--- config.mk ---
export PLATFORM = sky130hd
export DESIGN_NAME = pc_unit_flat
export DESIGN_NICKNAME = d
export VERILOG_FILES = /design/src/rtl/pc_pkg.sv /design/src/rtl/pc_if.sv /design/src/rtl/pc_unit_ras.sv /design/src/rtl/pc_unit.sv /design/src/flat_wrapper.sv
export SDC_FILE = /design/constraint.sdc
export NUM_CORES = 1
export LEC_CHECK = 0
export CAP_MARGIN = 20
export CORE_UTILIZATION = 23
export CTS_CLUSTER_DIAMETER = 80
export DETAILED_ROUTE_END_ITERATION = 8
export PLACE_DENSITY = 0.46
export SETUP_SLACK_MARGIN = 0.05
export SLEW_MARGIN = 20
export SYNTH_ARGS = -nofsm -noshare
export SYNTH_HDL_FRONTEND = slang
export SYNTH_HIERARCHICAL = 1
export SYNTH_SLANG_ARGS = --single-unit
--- constraint.sdc ---
create_clock -name Clk -period 4.47 [get_ports Clk]
set_clock_uncertainty 0.15 [all_clocks]
set_input_delay 0.894 -clock Clk [delete_from_list [all_inputs] [get_ports Clk]]
set_output_delay 0.894 -clock Clk [all_outputs]
set_load 0.01 [all_outputs]
--- src/rtl/pc_pkg.sv ---
// Shared definitions for the program-counter unit: next-PC select codes and
// the sign-extension helper used for branch offsets.
package pc_pkg;

  localparam logic [2:0] SEL_SEQ  = 3'b000;
  localparam logic [2:0] SEL_BEQ  = 3'b001;
  localparam logic [2:0] SEL_BNE  = 3'b010;
  localparam logic [2:0] SEL_J    = 3'b011;
  localparam logic [2:0] SEL_JAL  = 3'b100;
  localparam logic [2:0] SEL_JR   = 3'b101;
  localparam logic [2:0] SEL_TRAP = 3'b110;
  localparam logic [2:0] SEL_ERET = 3'b111;

  // Replicates bit w-1 into every higher bit; callers size-cast the result.
  function automatic logic [63:0] sext(input logic [63:0] v, input int w);
    logic [63:0] r;
    r = v;
    for (int i = 0; i < 64; i++)
      if (i >= w) r[i] = v[6'(w - 1)];
    return r;
  endfunction

endpackage

--- src/rtl/pc_if.sv ---
// Fetch-stage bus between the decode/execute datapath (master) and pc_unit (slave).
interface pc_if #(
  parameter int AW    = 32,
  parameter int IMM_W = 16,
  parameter int JA_W  = 26,
  parameter int DEPTH = 8
);
  logic                     Stall;
  logic [2:0]               nPC_sel;
  logic                     Zero;
  logic [IMM_W-1:0]         Imm;
  logic [JA_W-1:0]          JumpAddr;
  logic [AW-1:0]            BusA;
  logic [AW-1:0]            PC;
  logic [AW-1:0]            NPC;
  logic [AW-1:0]            EPC;
  logic [AW-1:0]            RasTop;
  logic                     RasMiss;
  logic [$clog2(DEPTH):0]   RasCount;

  modport master (
    output Stall, nPC_sel, Zero, Imm, JumpAddr, BusA,
    input  PC, NPC, EPC, RasTop, RasMiss, RasCount
  );

  modport slave (
    input  Stall, nPC_sel, Zero, Imm, JumpAddr, BusA,
    output PC, NPC, EPC, RasTop, RasMiss, RasCount
  );
endinterface

--- src/rtl/pc_unit_ras.sv ---
// Return-address stack: circular buffer that overwrites its oldest entry on
// overflow and ignores pops when empty.
module ras #(
  parameter int AW    = 32,
  parameter int DEPTH = 8
) (
  input  logic                   clk,
  input  logic                   rst,
  input  logic                   push,
  input  logic                   pop,
  input  logic [AW-1:0]          push_data,
  output logic [AW-1:0]          top,
  output logic [$clog2(DEPTH):0] count
);
  localparam int PW = $clog2(DEPTH);
  localparam int CW = PW + 1;

  logic [AW-1:0] mem_q [DEPTH];
  logic [AW-1:0] mem_d [DEPTH];
  logic [PW-1:0] wp_q, wp_d;
  logic [CW-1:0] cnt_q, cnt_d;

  always_comb begin
    mem_d = mem_q;
    wp_d  = wp_q;
    cnt_d = cnt_q;
    if (push) begin
      mem_d[wp_q] = push_data;
      wp_d        = wp_q + PW'(1);
      if (cnt_q != CW'(DEPTH)) cnt_d = cnt_q + CW'(1);
    end else if (pop && cnt_q != '0) begin
      wp_d  = wp_q - PW'(1);
      cnt_d = cnt_q - CW'(1);
    end
  end

  always_ff @(posedge clk) begin
    if (rst) begin
      mem_q <= '{default: '0};
      wp_q  <= '0;
      cnt_q <= '0;
    end else begin
      mem_q <= mem_d;
      wp_q  <= wp_d;
      cnt_q <= cnt_d;
    end
  end

  always_comb begin
    top   = (cnt_q != '0) ? mem_q[wp_q - PW'(1)] : '0;
    count = cnt_q;
  end

endmodule

--- src/rtl/pc_unit.sv ---
// Architectural PC, next-PC select, trap return register and a return-address
// stack that cross-checks jr targets.
module pc_unit
  import pc_pkg::*;
#(
  parameter int            AW       = 32,
  parameter int            IMM_W    = 16,
  parameter int            JA_W     = 26,
  parameter int            DEPTH    = 8,
  parameter logic [AW-1:0] RESET_PC = AW'(1),
  parameter logic [AW-1:0] TRAP_PC  = AW'('h20)
) (
  input  logic Clk,
  input  logic Reset,
  pc_if.slave  bus
);
  logic [AW-1:0]          pc_q, pc_d;
  logic [AW-1:0]          epc_q, epc_d;
  logic                   ras_miss_q, ras_miss_d;
  logic [AW-1:0]          pc_plus1, imm_sx, br_tgt, jt, npc;
  logic [AW-1:0]          ras_top;
  logic [$clog2(DEPTH):0] ras_cnt;
  logic                   commit, do_push, do_pop;

  assign pc_plus1 = pc_q + AW'(1);
  assign imm_sx   = AW'(sext(64'(bus.Imm), IMM_W));
  assign br_tgt   = pc_plus1 + imm_sx;

  // Jumps stay within the current region selected by the PC's upper bits.
  if (AW > JA_W) begin : g_jt_cat
    assign jt = {pc_q[AW-1:JA_W], bus.JumpAddr};
  end else begin : g_jt_trunc
    assign jt = bus.JumpAddr[AW-1:0];
  end

  always_comb begin
    case (bus.nPC_sel)
      SEL_BEQ:  npc = bus.Zero  ? br_tgt : pc_plus1;
      SEL_BNE:  npc = !bus.Zero ? br_tgt : pc_plus1;
      SEL_J,
      SEL_JAL:  npc = jt;
      SEL_JR:   npc = bus.BusA;
      SEL_TRAP: npc = TRAP_PC;
      SEL_ERET: npc = epc_q;
      default:  npc = pc_plus1;
    endcase
    if (Reset) npc = RESET_PC;
  end

  assign commit  = !Reset && !bus.Stall;
  assign do_push = commit && bus.nPC_sel == SEL_JAL;
  assign do_pop  = commit && bus.nPC_sel == SEL_JR;

  ras #(.AW(AW), .DEPTH(DEPTH)) u_ras (
    .clk       (Clk),
    .rst       (Reset),
    .push      (do_push),
    .pop       (do_pop),
    .push_data (pc_plus1),
    .top       (ras_top),
    .count     (ras_cnt)
  );

  always_comb begin
    pc_d       = pc_q;
    epc_d      = epc_q;
    ras_miss_d = 1'b0;
    if (Reset) begin
      pc_d  = RESET_PC;
      epc_d = '0;
    end else if (commit) begin
      pc_d = npc;
      if (bus.nPC_sel == SEL_TRAP) epc_d = pc_q;
      // Compared against the pre-pop top, so an empty stack always misses.
      if (do_pop) ras_miss_d = (ras_cnt == '0) || (ras_top != bus.BusA);
    end
  end

  always_ff @(posedge Clk) begin
    pc_q       <= pc_d;
    epc_q      <= epc_d;
    ras_miss_q <= ras_miss_d;
  end

  always_comb begin
    bus.PC       = pc_q;
    bus.NPC      = npc;
    bus.EPC      = epc_q;
    bus.RasTop   = ras_top;
    bus.RasMiss  = ras_miss_q;
    bus.RasCount = ras_cnt;
  end

endmodule

--- src/flat_wrapper.sv ---
// flat-port wrapper written by rule: the top's interface ports become plain ports
module pc_unit_flat import pc_pkg::*;
#(
  parameter int            AW       = 32,
  parameter int            IMM_W    = 16,
  parameter int            JA_W     = 26,
  parameter int            DEPTH    = 8,
  parameter logic [AW-1:0] RESET_PC = AW'(1),
  parameter logic [AW-1:0] TRAP_PC  = AW'('h20)
)
  (Clk, Reset, bus_Stall, bus_nPC_sel, bus_Zero, bus_Imm, bus_JumpAddr, bus_BusA, bus_PC, bus_NPC, bus_EPC, bus_RasTop, bus_RasMiss, bus_RasCount);
  pc_if #(.AW(AW), .IMM_W(IMM_W), .JA_W(JA_W), .DEPTH(DEPTH)) bus_i ();
  input  logic Clk;
  input  logic Reset;
  input wire logic [$bits(bus_i.Stall)-1:0] bus_Stall;
  input wire logic [$bits(bus_i.nPC_sel)-1:0] bus_nPC_sel;
  input wire logic [$bits(bus_i.Zero)-1:0] bus_Zero;
  input wire logic [$bits(bus_i.Imm)-1:0] bus_Imm;
  input wire logic [$bits(bus_i.JumpAddr)-1:0] bus_JumpAddr;
  input wire logic [$bits(bus_i.BusA)-1:0] bus_BusA;
  output wire logic [$bits(bus_i.PC)-1:0] bus_PC;
  output wire logic [$bits(bus_i.NPC)-1:0] bus_NPC;
  output wire logic [$bits(bus_i.EPC)-1:0] bus_EPC;
  output wire logic [$bits(bus_i.RasTop)-1:0] bus_RasTop;
  output wire logic [$bits(bus_i.RasMiss)-1:0] bus_RasMiss;
  output wire logic [$bits(bus_i.RasCount)-1:0] bus_RasCount;
  assign bus_i.Stall = bus_Stall;
  assign bus_i.nPC_sel = bus_nPC_sel;
  assign bus_i.Zero = bus_Zero;
  assign bus_i.Imm = bus_Imm;
  assign bus_i.JumpAddr = bus_JumpAddr;
  assign bus_i.BusA = bus_BusA;
  assign bus_PC = bus_i.PC;
  assign bus_NPC = bus_i.NPC;
  assign bus_EPC = bus_i.EPC;
  assign bus_RasTop = bus_i.RasTop;
  assign bus_RasMiss = bus_i.RasMiss;
  assign bus_RasCount = bus_i.RasCount;
  pc_unit #(.AW(AW), .IMM_W(IMM_W), .JA_W(JA_W), .DEPTH(DEPTH), .RESET_PC(RESET_PC), .TRAP_PC(TRAP_PC)) u_core (.Clk(Clk), .Reset(Reset), .bus(bus_i));
endmodule
# Yosys cells after proc, flatten, opt, wreduce, memory -nomap -nowiden
# Cells that the tools add are included.
[totals]
reg_bits = 328
input_bits = 81
output_inout_bits = 133
wordCells = 67
[op_classes]
addsub = 6
n_lt_le_gt_ge = 3
eq_ne = 10
muxes = 16
bitwise = 4
n_reduce_logical = 15
[op_table]
columns = ["cell", "n"]
rows = [
  ["256-bit bitwise mux", 1],
  ["32-bit 2-to-1 mux", 7],
  ["32-bit one-hot mux with 6 select lines", 1],
  ["32-bit binary-select mux with 3-bit select", 1],
  ["32-bit demux with 3-bit select", 1],
  ["32-bit by 1-bit adder with 32-bit output (second input constant)", 1],
  ["32-bit adder", 1],
  ["32-bit != test", 1],
  ["3-bit equality test (second input constant)", 4],
  ["4-bit 2-to-1 mux", 3],
  ["4-bit >= comparator (second input constant)", 2],
  ["3-bit inverter with 4-bit output", 2],
  ["3-bit by 2-bit equality test with 1-bit output (second input constant)", 2],
  ["3-bit 2-to-1 mux", 2],
  ["1-bit logical AND", 5],
  ["4-bit by 1-bit adder with 4-bit output (second input constant)", 1],
  ["4-bit zero test", 1],
  ["4-bit by 1-bit less-than comparator with 1-bit output (second input constant)", 1],
  ["4-bit != test (second input constant)", 1],
  ["2-bit AND reduction", 2],
  ["4-bit nonzero test", 1],
  ["4-bit by 1-bit subtractor with 4-bit output (second input constant)", 1],
  ["3-bit by 1-bit adder with 3-bit output (second input constant)", 1],
  ["3-bit by 1-bit equality test with 1-bit output (second input constant)", 1],
  ["8 further kinds", 10],
]

# Logic depth before layout (Yosys ltp)
[depth]
ltp_word = 8
mapped_depth = 16
ltp_nobuf = 15

# Cells and area by module
# The synthesis kept the hierarchy.
[by_module_without_submodules]
columns = ["mod", "n_inst", "cells_each", "area_per_inst_um2", "seq_area_each_um2"]
rows = [
  ["ras", 1, 1393, 11367.2, 5265.0],
  ["pc_unit", 1, 933, 6771.5, 1301.2],
]

# Least setup slack after synthesis
# No wires, ideal clock.
[synth_path]
path_type = "reg2out"
startpoint = "register u_core.pc_q[2] (netlist: u_core/bus.PC[2])"
endpoint = "output bus_NPC[26]"
arrival_ns = 3.571
required_ns = 3.426
setup_slack_ns = -0.145
path_stages_with_launch = 15
path_buffers = 1
path_cell_list = "dfxtp_1 -> buf_2 -> nand4_2 -> nor4_4 -> nand3_1 -> xnor2_1 -> ha_1 -> a21oi_1 -> o21ai_0 -> nor2_1 -> or4b_1 -> a31oi_1 -> xnor2_1 -> nand2_1 -> a21oi_1"
[synth_between]
elab_chain_len = 5
elab_cells_between_ends = 6
classes_between = "add/sub (2); mux (4)"
[synth_rtl]
columns = ["item", "line", "rtl"]
rows = [
  ["start: declaration", "pc_unit.sv:17", "logic [AW-1:0] pc_q, pc_d;"],
  ["start signal: assignment", "pc_unit.sv:80", "pc_q <= pc_d;"],
  ["32-bit by 1-bit adder with 32-bit output (*)", "pc_unit.sv:25", "assign pc_plus1 = pc_q + AW'(1);"],
  ["named net u_core.pc_plus1[17]", "pc_unit.sv:20", "logic [AW-1:0] pc_plus1, imm_sx, br_tgt, jt, npc;"],
  ["32-bit adder (*)", "pc_unit.sv:27", "assign br_tgt = pc_plus1 + imm_sx;"],
  ["32-bit 2-to-1 mux, on equally long branches", "pc_unit.sv:39, pc_unit.sv:38", ""],
  ["32-bit one-hot mux with 6 select lines (*)", "pc_unit.sv:37", "case (bus.nPC_sel)"],
  ["32-bit 2-to-1 mux (*)", "pc_unit.sv:47", "if (Reset) npc = RESET_PC;"],
  ["end: declaration", "flat_wrapper.sv:22", "output wire logic [$bits(bus_i.NPC)-1:0] bus_NPC;"],
]
# The timed path passes the listed nets; every way through them passes the cells marked *.

# Final worst setup path
[layout_path]
startpoint = "register u_core.pc_q[3] (netlist: u_core/bus.PC[3])"
endpoint = "output bus_NPC[25]"
# Same word-level chain as after synthesis.

==> flow_summary.yaml <==
clocking:
  cts_tree: "built"
  cts_made_buffers: 37
  ctsHtreeMaxLevel: 2
  clock_sinks: 328
  holdBufCountCts: 0
  cts.clk_slew.worst_paths_ns: 0.06
  cts-root-buf: "clkbuf_16"
  insertion_delay_ns: 0.57
  cts_buffer_depth: 3
placement:
  routabilityCongestion: 0.951
  place_hpwl_mm: 62.4
  port_buffers: 213
  place_ws_ns: -0.983
floorplan:
  die_h_um: 283
  io-pin-count: 214
  die_area_mm2: 0.0800
  die_w_um: 283
  rows: 102
  start_util_pct: 23.3
  coreArea_mm2: 0.0777
worst_setup_path:
  critical_path.slowest_cell: "or3_4"
  ff2ff_path_depth: 18
  worstReg2RegStart: "u_core/bus.PC[3]"
  crit_required_ns: 3.43
  reg2reg_to: "u_core/bus.PC[23]"
  cp.arrival_ns: 4.10
  worst_path_largest_cell_delay_ns: 0.39
  critPathLaunchType: "register"
  r2r_slack_ns: 0.59
  path_cells: "and4_4 -> nand4_1 -> nor2b_2 -> and4_1 -> xor2_1 -> buf_4 -> ha_4 -> nand2_2 -> or3_4 -> buf_6 -> o31a_1 -> buf_4 -> a21oi_4 -> nor3_2 -> nor3_2 -> o21a_1 -> buf_2"
  critical_path_class: "register to primary output"
  path_max_fanout: 4
  crit_buf_inv: 4
  worst_setup_path_end_kind: "primary output"
  cp_top_family: "simple AND/OR/NAND/NOR gates"
yosys:
  seq_area_frac_synth_pct: 36.2
  netlist_instances: 2326
  syn_area_per_cell_um2: 7.80
  synth_ff_type: "dfxtp_1"
  synth.distinct_cells: 75
  synth_edf_count: 0
  yosys_register_bits: 328
  netlist_area_mm2: 0.0181
  syn-num-nets: 2452
  yosysWarnings: 6
  async_flop_share_pct: 0
timing:
  worst_pin_slew_ns: 0.843
  max_freq_mhz: 194
  relSlewSlack_pct: 43.8
  rsz0062_at_grt: "yes"
  finalMaxSlewViolations: 0
  hold_viol_final: 0
  layout_min_cycle_time_ns: 5.14
  min_period_over_period_pct: 115
  setup_slack_ns: -0.674
  setup_viol: 22
finish:
  nFillCells: 8029
  synthToLayoutAreaGrowth_pct: 46.0
  final_core_util_pct: 34.1
  final_cell_mix: "nand2_1 (696), buf_4 (384), a21oi_1 (317), dfxtp_1 (312), clkdlybuf4s50_1 (183)"
  final_layout_size_suffix_gt1_share_pct: 28.5
  layout.nets: 2923
  layout_commonest_cell: "nand2_1"
power:
  worst_ir_drop_vdd_uv: 250
  p_per_area_mw_per_mm2: 291
  power.total_mw: 7.71
  leakage_nw: 9.67
route:
  wl_per_cell_um: 22.5
  dr.first_iter.drc_count: 1515
  wirelength_mm: 86.9
  drc_errors: 0
  via_per_inst: 4.99
  antenna_left: 0
  vias: 19300
  firstDrtPassIters: 6
status:
  failed_checks: "negative setup slack"
  outcome: "complete, but fails checks"
global_routing:
  grtUsageTotal_pct: 21.3
  grt.overflow.total: 0
  grt_max_degree: 78
  grt_pass1_wl_mm: 126
  first_global_vias: 19100
  antenna_found_initial: 3
worst_hold_path:
  min_path_type: "register to register"
  hold-path-endpoint: "u_core/u_ras/mem_q[229]"
  whs_path_depth: 2
  holdCritStartpoint: "u_core/u_ras/mem_q[229]"
run:
  maxCapViolations: 0
==> layout make-up <==
cell class	instances	area, µm²	share of cell area (%)
clock inverters	13	131	0.496
diodes	2	5.00	0.0189
repair buffers	626	5290	20.0
flip-flops and latches	328	6600	24.9
inverters	29	109	0.411
well taps	1040	1300	4.91
clock buffers	52	1030	3.90
multi-input cells	1775	12000	45.4
==> worst max path at each step <==
stage	startpoint	slack (ns)	depth (start not counted)	to
2_1_floorplan	u_core/bus.PC[10]	0.06	15	bus_NPC[26]
3_3_place_gp	bus_Imm[0]	-1.0	14	bus_NPC[28]
3_5_place_dp	bus_Imm[0]	-0.98	14	bus_NPC[28]
4_1_cts	u_core/bus.PC[13]	-0.63	19	bus_NPC[29]
5_1_grt	u_core/bus.PC[3]	-0.78	16	bus_NPC[25]
6_report	u_core/bus.PC[3]	-0.67	17	bus_NPC[25]
==> power breakdown <==
part	internal (mW)	switching (mW)
Clock	1.73	1.31
Sequential	2.95	0.0280
Combinational	0.776	0.921
Total	5.46	2.25
==> Yosys cell counts (13+ instances only) <==
master / instances / area (µm²)
a21oi_1: 352 / 1760
a222oi_1: 17 / 170
and3_1: 13 / 81.3
nand2_1: 710 / 2670
inv_1: 27 / 101
dfxtp_1: 328 / 6570
nor2_1: 85 / 319
buf_2: 77 / 385
o21a_1: 17 / 128
nand4_1: 22 / 138
o21ai_0: 53 / 265
mux2_2: 17 / 191
a21o_1: 20 / 150
mux2i_1: 19 / 190
nand3_1: 61 / 305
clkbuf_1: 102 / 383
a31oi_1: 15 / 93.8
a211oi_1: 21 / 158
mux4_2: 64 / 1440
ha_1: 43 / 538
xor2_1: 40 / 350
nor3_1: 17 / 85.1
xnor2_1: 50 / 438
==> through the flow <==
stage / hold slack (ns) / area [µm²] / cells / setup TNS (ns)
2_1_floorplan: 0.283 / 18200 / 2326 / 0
3_3_place_gp: 0.288 / 23500 / 3737 / -17.03
3_5_place_dp: 0.294 / 23500 / 3737 / -16.59
4_1_cts: 0.303 / 26000 / 3842 / -8.49
5_1_grt: 0.317 / 26500 / 3865 / -12.41
6_report: 0.302 / 26500 / 3865 / -9.10
==> sequential cells by signal, summed over array words and instances (netlist names) <==
name,count
u_core/u_ras/wp_q,3
u_core/u_ras/mem_q,256
u_core/bus.PC,32
u_core/bus.RasMiss,1
u_core/bus.EPC,32
u_core/u_ras/count,4
==> layer usage <==
layer | routed length [µm] | up-vias | track usage, %
met5 | 0 | - | 0
met4 | 4160 | 0 | 10.0
met3 | 5040 | 165 | 2.72
met2 | 40800 | 764 | 35.7
met1 | 36900 | 9373 | 27.0
li1 | - | 8995 | -
==> worst reg2reg max path, stage by stage (launching register included) <==
cell      delay, ns
dfxtp_4        0.36
and4_4         0.25
nand4_1        0.16
nor2b_2        0.20
and4_1         0.21
xor2_1         0.19
buf_4          0.20
ha_4           0.16
nand2_2        0.05
buf_4          0.13
o21ai_2        0.19
a21oi_2        0.11
or3_4          0.37
and3_4         0.19
o31ai_4        0.27
a31oi_4        0.08
buf_4          0.16
a211oi_1       0.26
buf_4          0.16
==> logic make-up after synthesis <==
logic type | Yosys count | share of synthesized area (%)
and+or+nand+nor | 976 | 22.6
AOI/OAI and AO/OA | 564 | 18.3
DFF | 328 | 36.2
buffers and inverters | 223 | 5.33
muxes | 100 | 10.1
xor gates and xnor gates | 90 | 4.35
adders and majority gates | 45 | 3.19
==> what timing repair did <==
item,4_1_cts,5_1_grt
gates resized for setup,334,58
pin swaps,96,65
buffers inserted,40,22
endpoints found under the setup margin,49,31
No activity file was read; power rests on OpenSTA's default activity.
